### config.mk
export PLATFORM = sky130hd
export DESIGN_NAME = mem_bus_ctrl
export DESIGN_NICKNAME = d
export VERILOG_FILES = /design/src/rtl/cpu_pkg.sv /design/src/rtl/mem_wait_counter.sv /design/src/rtl/mem_bus_ctrl.sv
export SDC_FILE = /design/constraint.sdc
export NUM_CORES = 1
export LEC_CHECK = 0
export ABC_AREA = 0
export BUFFER_PORTS_ARGS = -buffer_cell sky130_fd_sc_hd__clkbuf_2
export CAP_MARGIN = 20
export CELL_PAD_IN_SITES_DETAIL_PLACEMENT = 0
export CELL_PAD_IN_SITES_GLOBAL_PLACEMENT = 1
export CORE_MARGIN = 2
export CORE_UTILIZATION = 39
export CTS_CLUSTER_SIZE = 10
export DETAILED_ROUTE_END_ITERATION = 8
export PLACE_DENSITY_LB_ADDON = 0.25
export RECOVER_POWER = 100
export SLEW_MARGIN = 30
export SYNTH_ARGS = -nofsm -noshare
export SYNTH_HDL_FRONTEND = slang
export SYNTH_SLANG_ARGS = --single-unit
### constraint.sdc
create_clock -name clk -period 7 [get_ports clk]
set_input_delay 0.7 -clock clk [delete_from_list [all_inputs] [get_ports clk]]
set_output_delay 0.7 -clock clk [all_outputs]
set_load 0.02 [all_outputs]
### src/rtl/cpu_pkg.sv
// Shared CPU-side constants and types for the memory bus controller and
// related sequencers.
package cpu_pkg;

  localparam int unsigned DEF_ADDR_W = 9;
  localparam int unsigned DEF_DATA_W = 32;
  localparam int unsigned MAX_WAIT   = 15;
  localparam int unsigned CNT_W      = 4;

  typedef enum logic [1:0] {
    ST_IDLE   = 2'd0,
    ST_SETUP  = 2'd1,
    ST_ACCESS = 2'd2,
    ST_DONE   = 2'd3
  } state_t;

  // Counter load value for a requested wait length: 0 behaves as 1 and
  // anything above MAX_WAIT saturates.
  function automatic logic [CNT_W-1:0] wait_load(input int unsigned cycles);
    if (cycles == 0)
      return '0;
    else if (cycles > MAX_WAIT)
      return CNT_W'(MAX_WAIT - 1);
    else
      return CNT_W'(cycles - 1);
  endfunction

endpackage

### src/rtl/mem_wait_counter.sv
// Loadable down-counter used to time bus strobes.
// Ports: clk, clr (async, active-high), load/load_val (preset),
//        dec (count down, stops at zero), zero_c (count is zero).
module mem_wait_counter
  import cpu_pkg::*;
#(
  parameter int unsigned W = CNT_W
) (
  input  logic         clk,
  input  logic         clr,
  input  logic         load,
  input  logic         dec,
  input  logic [W-1:0] load_val,
  output logic         zero_c
);

  logic [W-1:0] cnt;

  // Count register; load has priority, decrement saturates at zero.
  always_ff @(posedge clk or posedge clr) begin
    if (clr)
      cnt <= '0;
    else if (load)
      cnt <= load_val;
    else if (dec && (cnt != '0))
      cnt <= cnt - W'(1);
  end

  assign zero_c = (cnt == '0);

endmodule

### src/rtl/mem_bus_ctrl.sv
// Sequences one RAM read or write per request: IDLE -> SETUP -> ACCESS
// (WAIT_CYCLES cycles of strobe) -> DONE.
// Ports: clk, clr (async, active-high); req/we/addr_in/wdata request side;
//        busy, done, rdata status/result; ram_read/ram_write/ram_addr/
//        ram_wdata/ram_rdata RAM side.
module mem_bus_ctrl
  import cpu_pkg::*;
#(
  parameter int unsigned ADDR_W      = DEF_ADDR_W,
  parameter int unsigned DATA_W      = DEF_DATA_W,
  parameter int unsigned WAIT_CYCLES = 1
) (
  input  logic              clk,
  input  logic              clr,
  input  logic              req,
  input  logic              we,
  input  logic [ADDR_W-1:0] addr_in,
  input  logic [DATA_W-1:0] wdata,
  output logic              busy,
  output logic              done,
  output logic [DATA_W-1:0] rdata,
  output logic              ram_read,
  output logic              ram_write,
  output logic [ADDR_W-1:0] ram_addr,
  output logic [DATA_W-1:0] ram_wdata,
  input  logic [DATA_W-1:0] ram_rdata
);

  localparam logic [CNT_W-1:0] WAIT_LOAD = wait_load(WAIT_CYCLES);

  state_t state;
  state_t state_nxt;
  logic   we_q;
  logic   cnt_zero;
  logic   cnt_load;
  logic   cnt_dec;

  // State register.
  always_ff @(posedge clk or posedge clr) begin
    if (clr)
      state <= ST_IDLE;
    else
      state <= state_nxt;
  end

  // Next-state logic; req is only looked at in IDLE.
  always_comb begin
    state_nxt = state;
    case (state)
      ST_IDLE:   if (req) state_nxt = ST_SETUP;
      ST_SETUP:  state_nxt = ST_ACCESS;
      ST_ACCESS: if (cnt_zero) state_nxt = ST_DONE;
      ST_DONE:   state_nxt = ST_IDLE;
      default:   state_nxt = ST_IDLE;
    endcase
  end

  assign cnt_load = (state == ST_SETUP);
  assign cnt_dec  = (state == ST_ACCESS);

  mem_wait_counter #(
    .W (CNT_W)
  ) u_wait (
    .clk      (clk),
    .clr      (clr),
    .load     (cnt_load),
    .dec      (cnt_dec),
    .load_val (WAIT_LOAD),
    .zero_c   (cnt_zero)
  );

  // Request capture and read-data capture on the final ACCESS edge.
  always_ff @(posedge clk or posedge clr) begin
    if (clr) begin
      ram_addr  <= '0;
      ram_wdata <= '0;
      we_q      <= 1'b0;
      rdata     <= '0;
    end else begin
      if ((state == ST_IDLE) && req) begin
        ram_addr  <= addr_in;
        ram_wdata <= wdata;
        we_q      <= we;
      end
      if ((state == ST_ACCESS) && cnt_zero && !we_q)
        rdata <= ram_rdata;
    end
  end

  // Decoded from the state register so a reset drops them immediately.
  assign busy      = (state != ST_IDLE);
  assign done      = (state == ST_DONE);
  assign ram_read  = (state == ST_ACCESS) && !we_q;
  assign ram_write = (state == ST_ACCESS) &&  we_q;

endmodule

# Yosys cells after proc, flatten, opt, wreduce, memory -nomap -nowiden
# Cells that the tools add are included.
[totals]
ff_bits = 80
inputBits = 77
out_inout_bits = 77
elab_cells = 30
[op_classes]
addsub = 1
eq_ne = 5
muxes = 5
n_reduce_logical = 13
[ops]
columns = ["op", "n"]
rows = [
  ["4-bit 2-to-1 mux", 2],
  ["2-bit case mux with 4 select lines", 1],
  ["1-bit logical AND", 6],
  ["2-bit == test, second input constant", 2],
  ["4-bit zero test", 1],
  ["2-bit 2-to-1 mux", 2],
  ["2-bit inequality test, second input constant", 2],
  ["2-bit nonzero test", 2],
  ["4-bit nonzero test", 1],
  ["4-bit by 1-bit subtractor with 4-bit output, second input constant", 1],
  ["2-bit by 1-bit == test with 1-bit output, second input constant", 1],
  ["2-bit zero test", 1],
  ["2-bit AND reduction", 1],
  ["1-bit zero test", 1],
]

# Longest topological paths before layout
# Gate-level depths: netlist (run 1).
[logic_depth]
word_depth = 4
mapped_depth = 7
depth_no_buf = 5

# Cells and area by module
# Synthesis (run 1) repeated with hierarchy kept, for this count alone.
[unflattened]
cells_unflattened = 205
hier_area_um2 = 3325.7
[by_module_without_submodules]
columns = ["module", "instances", "cells_each", "area_each_um2", "seq_area_each_um2"]
rows = [
  ["mem_bus_ctrl", 1, 177, 3064.2, 1901.8],
  ["mem_wait_counter", 1, 28, 261.5, 100.1],
]

# Worst setup path before layout (run 1)
# OpenSTA, ideal clock, no wires.
[synth_path]
kind = "register to register"
from = "reg u_wait.cnt[0]"
to = "reg rdata[0]"
setup_time_ns = 0.125
arrival_ns = 1.968
required_time_ns = 6.875
setup_slack_ns = 4.907
path_stages_with_launch = 8
path_buffers = 2
synth_period_minus_slack_ns = 2.093
cell_sequence = "dfrtp_1 inv_1 ha_1 or3b_4 or3b_1 buf_6 buf_12 mux2_4"
[synth_between]
elab_chain_len = 3
[synth_lines]
columns = ["item", "line_no", "rtl"]
rows = [
  ["from (decl)", "mem_wait_counter.sv:17", "logic [W-1:0] cnt;"],
  ["from (signal assigned)", "mem_wait_counter.sv:24", "cnt <= load_val;"],
  ["from (signal assigned)", "mem_wait_counter.sv:26", "cnt <= cnt - W'(1);"],
  ["4-bit zero test", "mem_wait_counter.sv:29", "assign zero_c = (cnt == '0);"],
  ["1-bit logical AND (2 in a row)", "mem_bus_ctrl.sv:85", "if ((state == ST_ACCESS) && cnt_zero && !we_q)"],
  ["to (signal assigned)", "mem_bus_ctrl.sv:86", "rdata <= ram_rdata;"],
  ["to (decl)", "mem_bus_ctrl.sv:21", "output logic [DATA_W-1:0] rdata,"],
]
# Every way passes these cells.
# A chain may end at the register's enable or synchronous reset.

# Final worst setup path (run 1)
[layout_path]
from = "reg u_wait.cnt[0]"
to = "reg rdata[14]"
# The elaborated chain is that of the path after synthesis.

==> impl_summary.txt, run 1 <==
----------------------------------------------------
[Route]
  Detail-routed net length per standard cell ... around 14 um
  Total number of vias ... 2119
  First-pass iteration count of the detailed router ... 4
  Detail Route Antenna Nets ... 0
  Post-Route WL ... 6780 um
  Total DRC errors in the routed layout ... 0
  Iteration-0 DRC count of the detailed router ... 31
  Via-per-instance ratio ... 4.53

[Place]
  Half-perimeter wire length after placement ... 4880 um
  Placed instance count ... 452
  Final weighted congestion in routability-driven placement ... 0.761
  Buffers on Ports ... 153

[Power]
  Switching power ... 830 uW
  Proportion of power drawn by flip-flops and latches ... 0.377
  Leak Pwr ... between 1.5 and 2 nW
  Pint ... 1.30 mW
  Part of the power in combinational logic ... 0.416
  Post-layout total power ... between 2 and 2.5 mW
  Power density of the placed cells ... 508 nW/um^2
  Proportion of total power due to net switching ... 0.389
  Clock group share of total power ... 0.207
  Largest vdd supply drop ... about 0.24 mV

[Global route]
  Number of global-route vias before repair ... 2116
  Residual overflow from global routing ... 0
  Largest net degree at the start of global routing ... between 40 and 50
  Overall fraction of global-route tracks in use ... 0.150
  Number of antenna violations at the first check in global routing ... 0
  Global-route wire length before repair ... ~10000 um

[Worst setup path]
  Endpoint of the worst register-to-register path ... rdata[14]$_DFFE_PP0P_
  Worst setup SP type ... flop
  Largest incremental delay on the critical path ... 0.92 ns
  Req. time, crit path ... 7.22 ns
  Library cell contributing the largest single delay on the critical path ... sky130_fd_sc_hd__or3b_1
  Slack of the worst reg-to-reg path ... 4.27 ns
  Cells along the critical path ... inv_1 -> ha_1 -> or3b_1 -> or3b_1 -> mux2_1
  Launch point of the critical path ... u_wait.cnt[0]$_DFFE_PP0P_
  FF-to-FF Start ... u_wait.cnt[0]$_DFFE_PP0P_
  CP Capture Type ... flop
  Logic depth of the worst path, buffers included ... 5
  Most repeated library cell on the critical path ... sky130_fd_sc_hd__or3b_1
  Worst setup path endpoint ... rdata[14]$_DFFE_PP0P_
  Cell family contributing the most delay on the critical path ... simple AND/OR/NAND/NOR gates
  Classification of the worst setup path ... flop to flop
  Count of cells along the worst register-to-register path ... 5
  Critical Path AT ... 2.95 ns
  Crit path buffers/inverters ... 1
  Highest fanout seen on the critical path ... 32

[Clock network]
  Post-CTS Setup Inserts ... 0
  Buffers from clock root to sink, at most ... 2
  Gates resized, CTS repair ... 0
  Num CTS Buffers ... 9
  Reg clk slew, reported paths ... approximately 0.08 ns
  Clk sinks ... 80
  Total number of H-tree levels ... 3
  TritonCTS clock tree ... done
  Clock insertion delay at the later pin of the skew report ... about 0.34 ns
  Clock Tree Root ... sky130_fd_sc_hd__clkbuf_8
  Number of hold buffers added after CTS ... 0

[STA]
  Minimum clock period ... 2.73 ns
  Final-report setup violation count ... 0
  Unrepaired setup endpoints after global routing ... no
  Worst slew margin relative to its limit ... -0.168
  Worst clock skew ... 0.00785 ns
  Final cycle utilization of the critical path ... 0.390
  Peak clock frequency supported by timing ... 0.366 GHz
  Sum Neg Setup Slack ... 0 ns
  Final count of hold timing violations ... 0
  Number of pins exceeding their max-slew limit in the final report ... 73
  Tightest Pin Transition ... 1.75 ns

[Logic synthesis]
  #FFs+latches synth ... 80
  Top cell type's share of synthesized area ... 0.604
  Netlist area before placement ... 3310 um^2
  Post-Syn Area per Cell ... around 16 um^2
  Number of nets produced by synthesis ... roughly 290
  Cell type with the largest total area after synthesis ... sky130_fd_sc_hd__dfrtp_1
  Post-Syn Instances ... 201
  Yosys warns ... 0
  Synth area leaders ... sky130_fd_sc_hd__dfrtp_1, sky130_fd_sc_hd__mux2_2, sky130_fd_sc_hd__mux2_4
  Share of the yosys chip area belonging to registers ... 0.604
  Number of library cell types mapped by synthesis ... 24

[Layout]
  Synthesis-to-layout area growth ... 26.8%
  Non-Filler Instances ... 468
  Share of cells above drive strength 1 ... 0.386
  Final Net Count ... 442
  Leading cell types in the layout, fill and taps excluded ... sky130_fd_sc_hd__clkbuf_1, sky130_fd_sc_hd__dfrtp_1, sky130_fd_sc_hd__clkbuf_2, sky130_fd_sc_hd__mux2_2, sky130_fd_sc_hd__mux2_1
  Diode insertion count for antenna repair ... 0

[Run]
  Max Cap Viol ... 2

[Run status]
  Violated checks ... capacitance limit, slew limit
  Outcome ... finished, violations left

[Worst hold path]
  Hold Crit Class ... input pin to asynchronous set/reset pin

[Floorplan]
  Row count ... 33
  Io pins ... 154
  Die Area ... 9240 um^2
  Die height ... a little under 100 um
  Die width ... 96.2 um
  Initial core utilization ... 0.403
  Floorplan core area ... a little over 8000 um^2

----------------------------------------------------
==> per-layer routing <==
layer,up-vias,part of all wire,track usage
li1,1008,-,-
met1,1015,0.43,0.194
met2,84,0.47,0.227
met3,12,0.076,0.0454
met4,0,0.019,0.0726
met5,-,0,0
==> registers in the layout, summed over array words and instances (netlist names) <==
name / flops
ram_addr: 9
ram_wdata: 32
rdata: 32
state: 2
u_wait.cnt: 4
we_q: 1
==> cell usage after synthesis <==
master                     count
sky130_fd_sc_hd__and2_1        1
sky130_fd_sc_hd__nor4b_1       1
sky130_fd_sc_hd__mux2_4       30
sky130_fd_sc_hd__nand3_1       2
sky130_fd_sc_hd__nor2_1        3
sky130_fd_sc_hd__mux2_2       45
sky130_fd_sc_hd__buf_1         4
sky130_fd_sc_hd__buf_12        3
sky130_fd_sc_hd__inv_1         7
sky130_fd_sc_hd__nand2_1       3
sky130_fd_sc_hd__or3b_4        1
sky130_fd_sc_hd__a21oi_1       3
sky130_fd_sc_hd__o32a_1        1
sky130_fd_sc_hd__clkbuf_1      1
sky130_fd_sc_hd__dfrtp_1      80
sky130_fd_sc_hd__a21o_2        1
sky130_fd_sc_hd__a211o_2       1
sky130_fd_sc_hd__buf_6         1
sky130_fd_sc_hd__nor2b_1       2
sky130_fd_sc_hd__mux2i_1       1
sky130_fd_sc_hd__and2_2        1
sky130_fd_sc_hd__ha_1          7
sky130_fd_sc_hd__or3b_1        1
sky130_fd_sc_hd__o31ai_1       1
==> final cells by class <==
| type | count | area, um^2 |
|---|---|---|
| sequential | 80 | 2000 |
| timing repair buffer | 155 | 701 |
| tap | 105 | 131 |
| inverter | 7 | 27.5 |
| clock buffer | 11 | 131 |
| clock inverter | 5 | 129 |
| multi-input combinational | 105 | 1080 |
| fill | 800 | 4020 |
==> power by group through the flow <==
stage / registers [mW] / clock network (mW) / logic [mW]
final: 0.805 / 0.443 / 0.887
after global routing: 0.840 / 0.476 / 0.963
after floorplan: 1.08 / 0 / 0.498
after detailed placement: 0.819 / 0 / 1.06
after CTS: 0.812 / 0.456 / 1.06
after global placement: 0.813 / 0 / 1.05
==> worst min path at each step <==
stage	from	to	slack, ns	cells past startpoint
after floorplan	we_q$_DFFE_PP0P_	we_q$_DFFE_PP0P_	0.51	1
after global placement	ram_wdata[24]$_DFFE_PP0P_	ram_wdata[24]$_DFFE_PP0P_	0.49	1
after detailed placement	rdata[29]$_DFFE_PP0P_	rdata[29]$_DFFE_PP0P_	0.49	1
after CTS	clr	state[0]$_DFFE_PP0P_	0.17	2
after global routing	clr	state[0]$_DFFE_PP0P_	0.25	2
final	clr	ram_wdata[7]$_DFFE_PP0P_	0.22	2
==> per-stage QoR <==
step / setup WS [ns] / area [um^2] / hold slack, ns / utilization
after floorplan: 4.25 / 3310 / 0.511 / -
after global placement: 4.45 / 4130 / 0.487 / 0.503
after detailed placement: 4.72 / 4160 / 0.492 / 0.506
after CTS: 4.70 / 4420 / 0.165 / 0.538
after global routing: 4.09 / 4200 / 0.248 / 0.511
final: 4.27 / 4200 / 0.224 / 0.511
==> cell families (layout without fill, tap and decap cells) <==
logic type	count (synthesis)	in the layout	share of synthesized area
AO/OA/AOI/OAI	7	7	0.0155
AND/OR/NAND/NOR	15	15	0.0264
buffers and inverters	16	178	0.0351
adder cells (fa/ha/maj)	7	7	0.0264
flip-flops	80	80	0.604
multiplexers	76	76	0.292
Note: power is estimated with default switching activity, not from simulation.
==> inputs of run 2 (changes only) <==
--- a/config.mk
+++ b/config.mk
@@ -11,7 +11,7 @@
 export CELL_PAD_IN_SITES_DETAIL_PLACEMENT = 0
 export CELL_PAD_IN_SITES_GLOBAL_PLACEMENT = 1
 export CORE_MARGIN = 2
-export CORE_UTILIZATION = 39
+export CORE_UTILIZATION = 33
 export CTS_CLUSTER_SIZE = 10
 export DETAILED_ROUTE_END_ITERATION = 8
 export PLACE_DENSITY_LB_ADDON = 0.25
==> constraint.sdc (replaced) <==
create_clock -name clk -period 2.4 [get_ports clk]
set_input_delay 0.24 -clock clk [delete_from_list [all_inputs] [get_ports clk]]
set_output_delay 0.24 -clock clk [all_outputs]
set_load 0.02 [all_outputs]
==> impl_summary.txt, run 2 (synthesis gave the netlist of run 1 again) <==
----------------------------------------------------
[Run status]
  Outcome ... finished, final reports clean

[STA]
  Sum Neg Setup Slack ... 0 ns (unchanged)
  Final worst hold slack ... 0.0954 ns (-0.128 ns)
  Peak clock frequency supported by timing ... 0.438 GHz (+19%)
  Unrepaired setup endpoints after global routing ... no
  Final-report setup violation count ... 0 (unchanged)
  Minimum clock period ... 2.28 ns (-0.445 ns)
  Worst clock skew ... 0.00885 ns (+0.00100 ns)
  Worst slew margin relative to its limit ... 0.0635 (+0.232)
  Final cycle utilization of the critical path ... 0.952 (+0.562)
  Final count of hold timing violations ... 0 (unchanged)
  Tightest Pin Transition ... 1.40 ns (-0.349 ns)
  Number of pins exceeding their max-slew limit in the final report ... 0 (-100%)

[Global route]
  Largest net degree at the start of global routing ... 43 (-10%)
  Overall fraction of global-route tracks in use ... 0.135 (-0.0149)
  Residual overflow from global routing ... 0 (unchanged)
  Global routing met1 resource utilization ... 0.166 (-0.0271)
  Number of antenna violations at the first check in global routing ... 0 (unchanged)
  Global-route wire length before repair ... 11200 um (+6.4%)
  Met2 Track Usage GR ... 0.208 (-0.0193)
  Number of global-route vias before repair ... 2196 (+3.8%)
  GRT Max-Usage Layer ... met2
  Met3 GRT Util ... 0.0526 (+0.00721)

[Place]
  Buffers on Ports ... 153 (unchanged)
  Half-perimeter wire length after placement ... 5050 um (+3.4%)
  Placed instance count ... 483 (+6.9%)
  Final weighted congestion in routability-driven placement ... 0.695 (-8.7%)

[Floorplan]
  Floorplan core area ... 9770 um^2 (+19%)
  Die width ... 104 um (+8.4%)
  Io pins ... 154 (unchanged)
  Die height ... 104 um (+8.4%)
  Row count ... 36 (+9.1%)
  Die Area ... 10900 um^2 (+17%)
  Initial core utilization ... 0.339 (-0.0642)

[Layout]
  Largest registers ... ram_wdata: 32 flops, rdata: 32 flops, ram_addr: 9 flops
  Final Net Count ... 446 (+0.90%)
  Share of cells above drive strength 1 ... 0.444 (+0.0585)
  Synthesis-to-layout area growth ... 28.3%
  Non-Filler Instances ... 500 (+6.8%)
  Leading cell types in the layout, fill and taps excluded ... sky130_fd_sc_hd__clkbuf_1, sky130_fd_sc_hd__dfrtp_1, sky130_fd_sc_hd__clkbuf_2, sky130_fd_sc_hd__mux2_2, sky130_fd_sc_hd__mux2_4
  Diode insertion count for antenna repair ... 0 (unchanged)

[Clock network]
  TritonCTS clock tree ... done
  Num CTS Buffers ... 9 (unchanged)
  Gates resized, CTS repair ... 0 (unchanged)
  Total number of H-tree levels ... 3 (unchanged)
  Clock Tree Root ... sky130_fd_sc_hd__clkbuf_8
  Buffers from clock root to sink, at most ... 2 (unchanged)
  Reg clk slew, reported paths ... 0.08 ns (about the same)
  Number of hold buffers added after CTS ... 1 (+1)
  Post-CTS Setup Inserts ... 0 (unchanged)
  Clk sinks ... 80 (unchanged)
  Clock insertion delay at the later pin of the skew report ... 0.35 ns (about the same)

[Route]
  Via-per-instance ratio ... 4.33 (-4.4%)
  Detail-routed net length per standard cell ... 13.7 um (-5.3%)
  Total number of vias ... 2165 (+2.2%)
  Detail Route Antenna Nets ... 0 (unchanged)
  Post-Route WL ... 6860 um (+1.1%)
  Total DRC errors in the routed layout ... 0 (unchanged)
  Iteration-0 DRC count of the detailed router ... 55 (+77%)
  First-pass iteration count of the detailed router ... 4 (unchanged)

[Power]
  Power density of the placed cells ... 1420 nW/um^2 (+180%)
  Leak Pwr ... 2.01 nW (+3.9%)
  Largest vdd supply drop ... 0.495 mV (+100%)
  Post-layout total power ... 6.02 mW (+180%)

[Worst hold path]
  Hold Crit Class ... input pin to flop

[Worst setup path]
  Highest fanout seen on the critical path ... 32 (unchanged)
  Critical Path AT ... 2.52 ns (-0.43 ns)
  CP Capture Type ... flop
  Worst setup SP type ... flop
  Req. time, crit path ... 2.63 ns (-4.59 ns)
  Classification of the worst setup path ... flop to flop

[Run]
  Max Cap Viol ... 0 (-2)

----------------------------------------------------
run 2: changes by cell type in the layout (fill, tap and decap cells not counted), moves of 2 or more:
cell / delta
sky130_fd_sc_hd__clkbuf_2: +3
sky130_fd_sc_hd__mux2_4: +18
sky130_fd_sc_hd__bufinv_16: -4
sky130_fd_sc_hd__or3b_1: -2
sky130_fd_sc_hd__clkbuf_8: +2
sky130_fd_sc_hd__mux2_1: -18
run 2: worst paths after layout:
path | from | end | slack (ns) | cells past startpoint
max | u_wait.cnt[0]$_DFFE_PP0P_ | rdata[2]$_DFFE_PP0P_ | 0.12 | 6
min | ram_rdata[3] | rdata[3]$_DFFE_PP0P_ | 0.1 | 2
max reg2reg | u_wait.cnt[0]$_DFFE_PP0P_ | rdata[2]$_DFFE_PP0P_ | 0.12 | 6
min reg2reg | rdata[0]$_DFFE_PP0P_ | rdata[0]$_DFFE_PP0P_ | 0.49 | 1
max in group asynchronous | clr | ram_wdata[30]$_DFFE_PP0P_ | 0.58 | 4
min in group asynchronous | clr | rdata[24]$_DFFE_PP0P_ | 0.83 | 3
run 2: area by class of cell:
class	count	area, um^2
Clock inverter	2	13.8
Multi-Input combinational cell	105	1150
Clock buffer	14	163
Timing Repair Buffer	159	726
Sequential cell	80	2000
Fill cell	1002	5530
Inverter	7	26.3
Tap cell	133	166
run 2: critical path, cell delays in order (launching register included):
cell	delay (ns)
sky130_fd_sc_hd__dfrtp_1	0.37
sky130_fd_sc_hd__inv_1	0.11
sky130_fd_sc_hd__ha_1	0.19
sky130_fd_sc_hd__or3b_4	0.42
sky130_fd_sc_hd__or3b_2	0.47
sky130_fd_sc_hd__buf_6	0.24
sky130_fd_sc_hd__mux2_1	0.35
run 2: stage by stage:
stage / instance area, um^2 / setup slack, ns / util
global route: 4250 / 0.0392 / 0.435
floorplan: 3310 / 0.108 / -
global placement: 4230 / 0.191 / 0.433
finish: 4250 / 0.115 / 0.435
CTS: 4420 / 0.149 / 0.452
detailed placement: 4230 / 0.156 / 0.433
run 2: layer usage:
| layer | share of wire | vias up |
|---|---|---|
| met2 | 0.47 | 91 |
| met4 | 0.020 | 0 |
| met5 | 0 | - |
| met1 | 0.44 | 1047 |
| li1 | - | 1013 |
| met3 | 0.070 | 14 |
run 2: power breakdown:
part | leakage (nW) | switching, mW | internal, mW
Sequential | 0.949 | 0.337 | 2.02
Clock | 0.0907 | 0.467 | 0.434
Combinational | 0.970 | 1.61 | 1.16
==> inputs of run 3 (changes only) <==
--- a/config.mk
+++ b/config.mk
@@ -14,7 +14,7 @@
 export CORE_UTILIZATION = 33
 export CTS_CLUSTER_SIZE = 10
 export DETAILED_ROUTE_END_ITERATION = 8
-export PLACE_DENSITY_LB_ADDON = 0.25
+export PLACE_DENSITY_LB_ADDON = 0.05
 export RECOVER_POWER = 100
 export SLEW_MARGIN = 30
 export SYNTH_ARGS = -nofsm -noshare
==> impl_summary.txt, run 3 (synthesis gave the netlist of run 1 again) <==
----------------------------------------------------
[Layout]
  Final Cell Area ... 4260 um^2 (+0.27%)
  Multi-input gate area ... 1140 um^2 (-1.2%)
  Diode insertion count for antenna repair ... 0 (unchanged)
  Share of cells above drive strength 1 ... 0.439 (-0.00545)
  Fill cell count ... 1014 (+1.2%)
  Register Area ... 2000 um^2 (unchanged)
  Leading cell types in the layout, fill and taps excluded ... sky130_fd_sc_hd__dfrtp_1, sky130_fd_sc_hd__clkbuf_1, sky130_fd_sc_hd__clkbuf_2, sky130_fd_sc_hd__mux2_2
  Largest registers ... ram_wdata: 32 flops, rdata: 32 flops, ram_addr: 9 flops
  Final core utilization ... 0.436 (+0.00115)
  Leading cell type in the layout, fill and taps excluded ... sky130_fd_sc_hd__dfrtp_1
  Synthesis-to-layout area growth ... 28.6%
  Final Net Count ... 446 (unchanged)

[Route]
  Post-Route WL ... 7140 um (+4.1%)
  Detail-routed net length per standard cell ... 14.3 um (+4.1%)
  Total DRC errors in the routed layout ... 0 (unchanged)
  First-pass iteration count of the detailed router ... 4 (unchanged)
  Iteration-0 DRC count of the detailed router ... 40 (-27%)
  Total number of vias ... 2153 (-0.55%)
  Detail Route Antenna Nets ... 0 (unchanged)
  Via-per-instance ratio ... 4.31 (-0.55%)

[Clock network]
  Post-CTS Setup Inserts ... 0 (unchanged)
  Clock insertion delay at the later pin of the skew report ... 0.34 ns (about the same)
  Clock Tree Root ... sky130_fd_sc_hd__clkbuf_8
  Gates resized, CTS repair ... 0 (unchanged)
  Number of hold buffers added after CTS ... 1 (unchanged)
  Buffers from clock root to sink, at most ... 2 (unchanged)
  Clk sinks ... 80 (unchanged)
  TritonCTS clock tree ... done
  Total number of H-tree levels ... 3 (unchanged)
  Reg clk slew, reported paths ... 0.09 ns (about the same)
  Num CTS Buffers ... 9 (unchanged)

[Worst setup path]
  Count of cells along the worst register-to-register path ... 6 (unchanged)
  Req. time, crit path ... 2.63 ns (about the same)
  Worst setup SP type ... flop
  CP Capture Type ... flop
  Classification of the worst setup path ... flop to flop
  Critical Path AT ... 2.51 ns (about the same)
  Highest fanout seen on the critical path ... 32 (unchanged)

[Global route]
  Overall fraction of global-route tracks in use ... 0.138 (+0.00303)
  Number of global-route vias before repair ... 2176 (-0.91%)
  Number of antenna violations at the first check in global routing ... 0 (unchanged)
  Residual overflow from global routing ... 0 (unchanged)
  Largest net degree at the start of global routing ... 42 (-2.3%)
  Global-route wire length before repair ... 11700 um (+4.8%)

[Floorplan]
  Die height ... 104 um (unchanged)
  Die Area ... 10900 um^2 (unchanged)
  Floorplan core area ... 9770 um^2 (unchanged)
  Initial core utilization ... 0.339 (unchanged)
  Die width ... 104 um (unchanged)
  Row count ... 36 (unchanged)
  Io pins ... 154 (unchanged)

[STA]
  Minimum clock period ... 2.28 ns (-0.00498 ns)
  Tightest Pin Transition ... 1.04 ns (-0.361 ns)
  Final cycle utilization of the critical path ... 0.950 (-0.00207)
  Number of pins exceeding their max-slew limit in the final report ... 0 (unchanged)
  Final-report setup violation count ... 0 (unchanged)
  Final count of hold timing violations ... 0 (unchanged)
  Unrepaired setup endpoints after global routing ... no
  Sum Neg Setup Slack ... 0 ns (unchanged)
  Worst slew margin relative to its limit ... 0.305 (+0.242)
  Peak clock frequency supported by timing ... 0.439 GHz (+0.22%)
  Worst clock skew ... 0.0160 ns (+0.00714 ns)

[Worst hold path]
  Hold Crit Class ... input pin to flop
  Cells on Worst Hold Path ... 2 (unchanged)

[Place]
  DP Area ... 4230 um^2 (unchanged)
  Final weighted congestion in routability-driven placement ... 0.734 (+5.6%)
  Half-perimeter wire length after placement ... 5130 um (+1.6%)
  Buffers on Ports ... 153 (unchanged)

[Run]
  Max Cap Viol ... 0 (unchanged)

[Power]
  Power density of the placed cells ... 1440 nW/um^2 (+1.5%)
  Leak Pwr ... 2.00 nW (-0.74%)
  Post-layout total power ... 6.13 mW (+1.8%)
  Largest vdd supply drop ... 0.583 mV (+18%)

[Run status]
  Outcome ... finished, final reports clean

----------------------------------------------------
## run 3: final timing paths
kind,start,end,slack [ns]
setup / recovery,u_wait.cnt[0]$_DFFE_PP0P_,rdata[13]$_DFFE_PP0P_,0.12
hold / removal,ram_rdata[2],rdata[2]$_DFFE_PP0P_,0.10
setup reg to reg,u_wait.cnt[0]$_DFFE_PP0P_,rdata[13]$_DFFE_PP0P_,0.12
hold reg to reg,rdata[2]$_DFFE_PP0P_,rdata[2]$_DFFE_PP0P_,0.50
max in group asynchronous,clr,ram_wdata[29]$_DFFE_PP0P_,0.61
min in group asynchronous,clr,rdata[26]$_DFFE_PP0P_,0.43
## run 3: critical path: stages (launching register included)
cell                      delay (ns)
sky130_fd_sc_hd__dfrtp_1        0.38
sky130_fd_sc_hd__inv_1          0.11
sky130_fd_sc_hd__ha_1           0.20
sky130_fd_sc_hd__or3b_4         0.42
sky130_fd_sc_hd__or3b_2         0.50
sky130_fd_sc_hd__buf_12         0.21
sky130_fd_sc_hd__mux2_1         0.33
## run 3: layout make-up
cell class                 instances  area share
clock buffer                      11      0.0332
clock inverter                     5      0.0150
inverter                           7     0.00646
multi-input combinational        105       0.267
sequential                        80       0.470
tap                              133      0.0391
timing repair buffer             159       0.169
## run 3: stage by stage
| stage | hold WS, ns | worst slack (ns) | std cells |
|---|---|---|---|
| 3_3_place_gp | 0.157 | 0.189 | 483 |
| 2_1_floorplan | 0.389 | 0.108 | 201 |
| 4_1_cts | 0.0991 | 0.129 | 500 |
| 5_1_grt | 0.0747 | 0.0123 | 500 |
| 3_5_place_dp | 0.158 | 0.148 | 483 |
| 6_report | 0.102 | 0.120 | 500 |
## run 3: per-layer routing
layer	share of wire	GRT usage	vias up	wire length [um]
li1	-	-	1014	-
met2	0.46	0.209	87	3260
met3	0.063	0.0426	9	452
met5	0	0	-	0
met1	0.46	0.189	1043	3310
met4	0.017	0.0434	0	119
## run 3: report_power, final
part / internal, mW / switching (mW) / leakage [nW]
Combinational: 1.14 / 1.63 / 0.946
Clock: 0.517 / 0.499 / 0.100
Sequential: 2.01 / 0.329 / 0.949
Total: 3.67 / 2.46 / 2.00
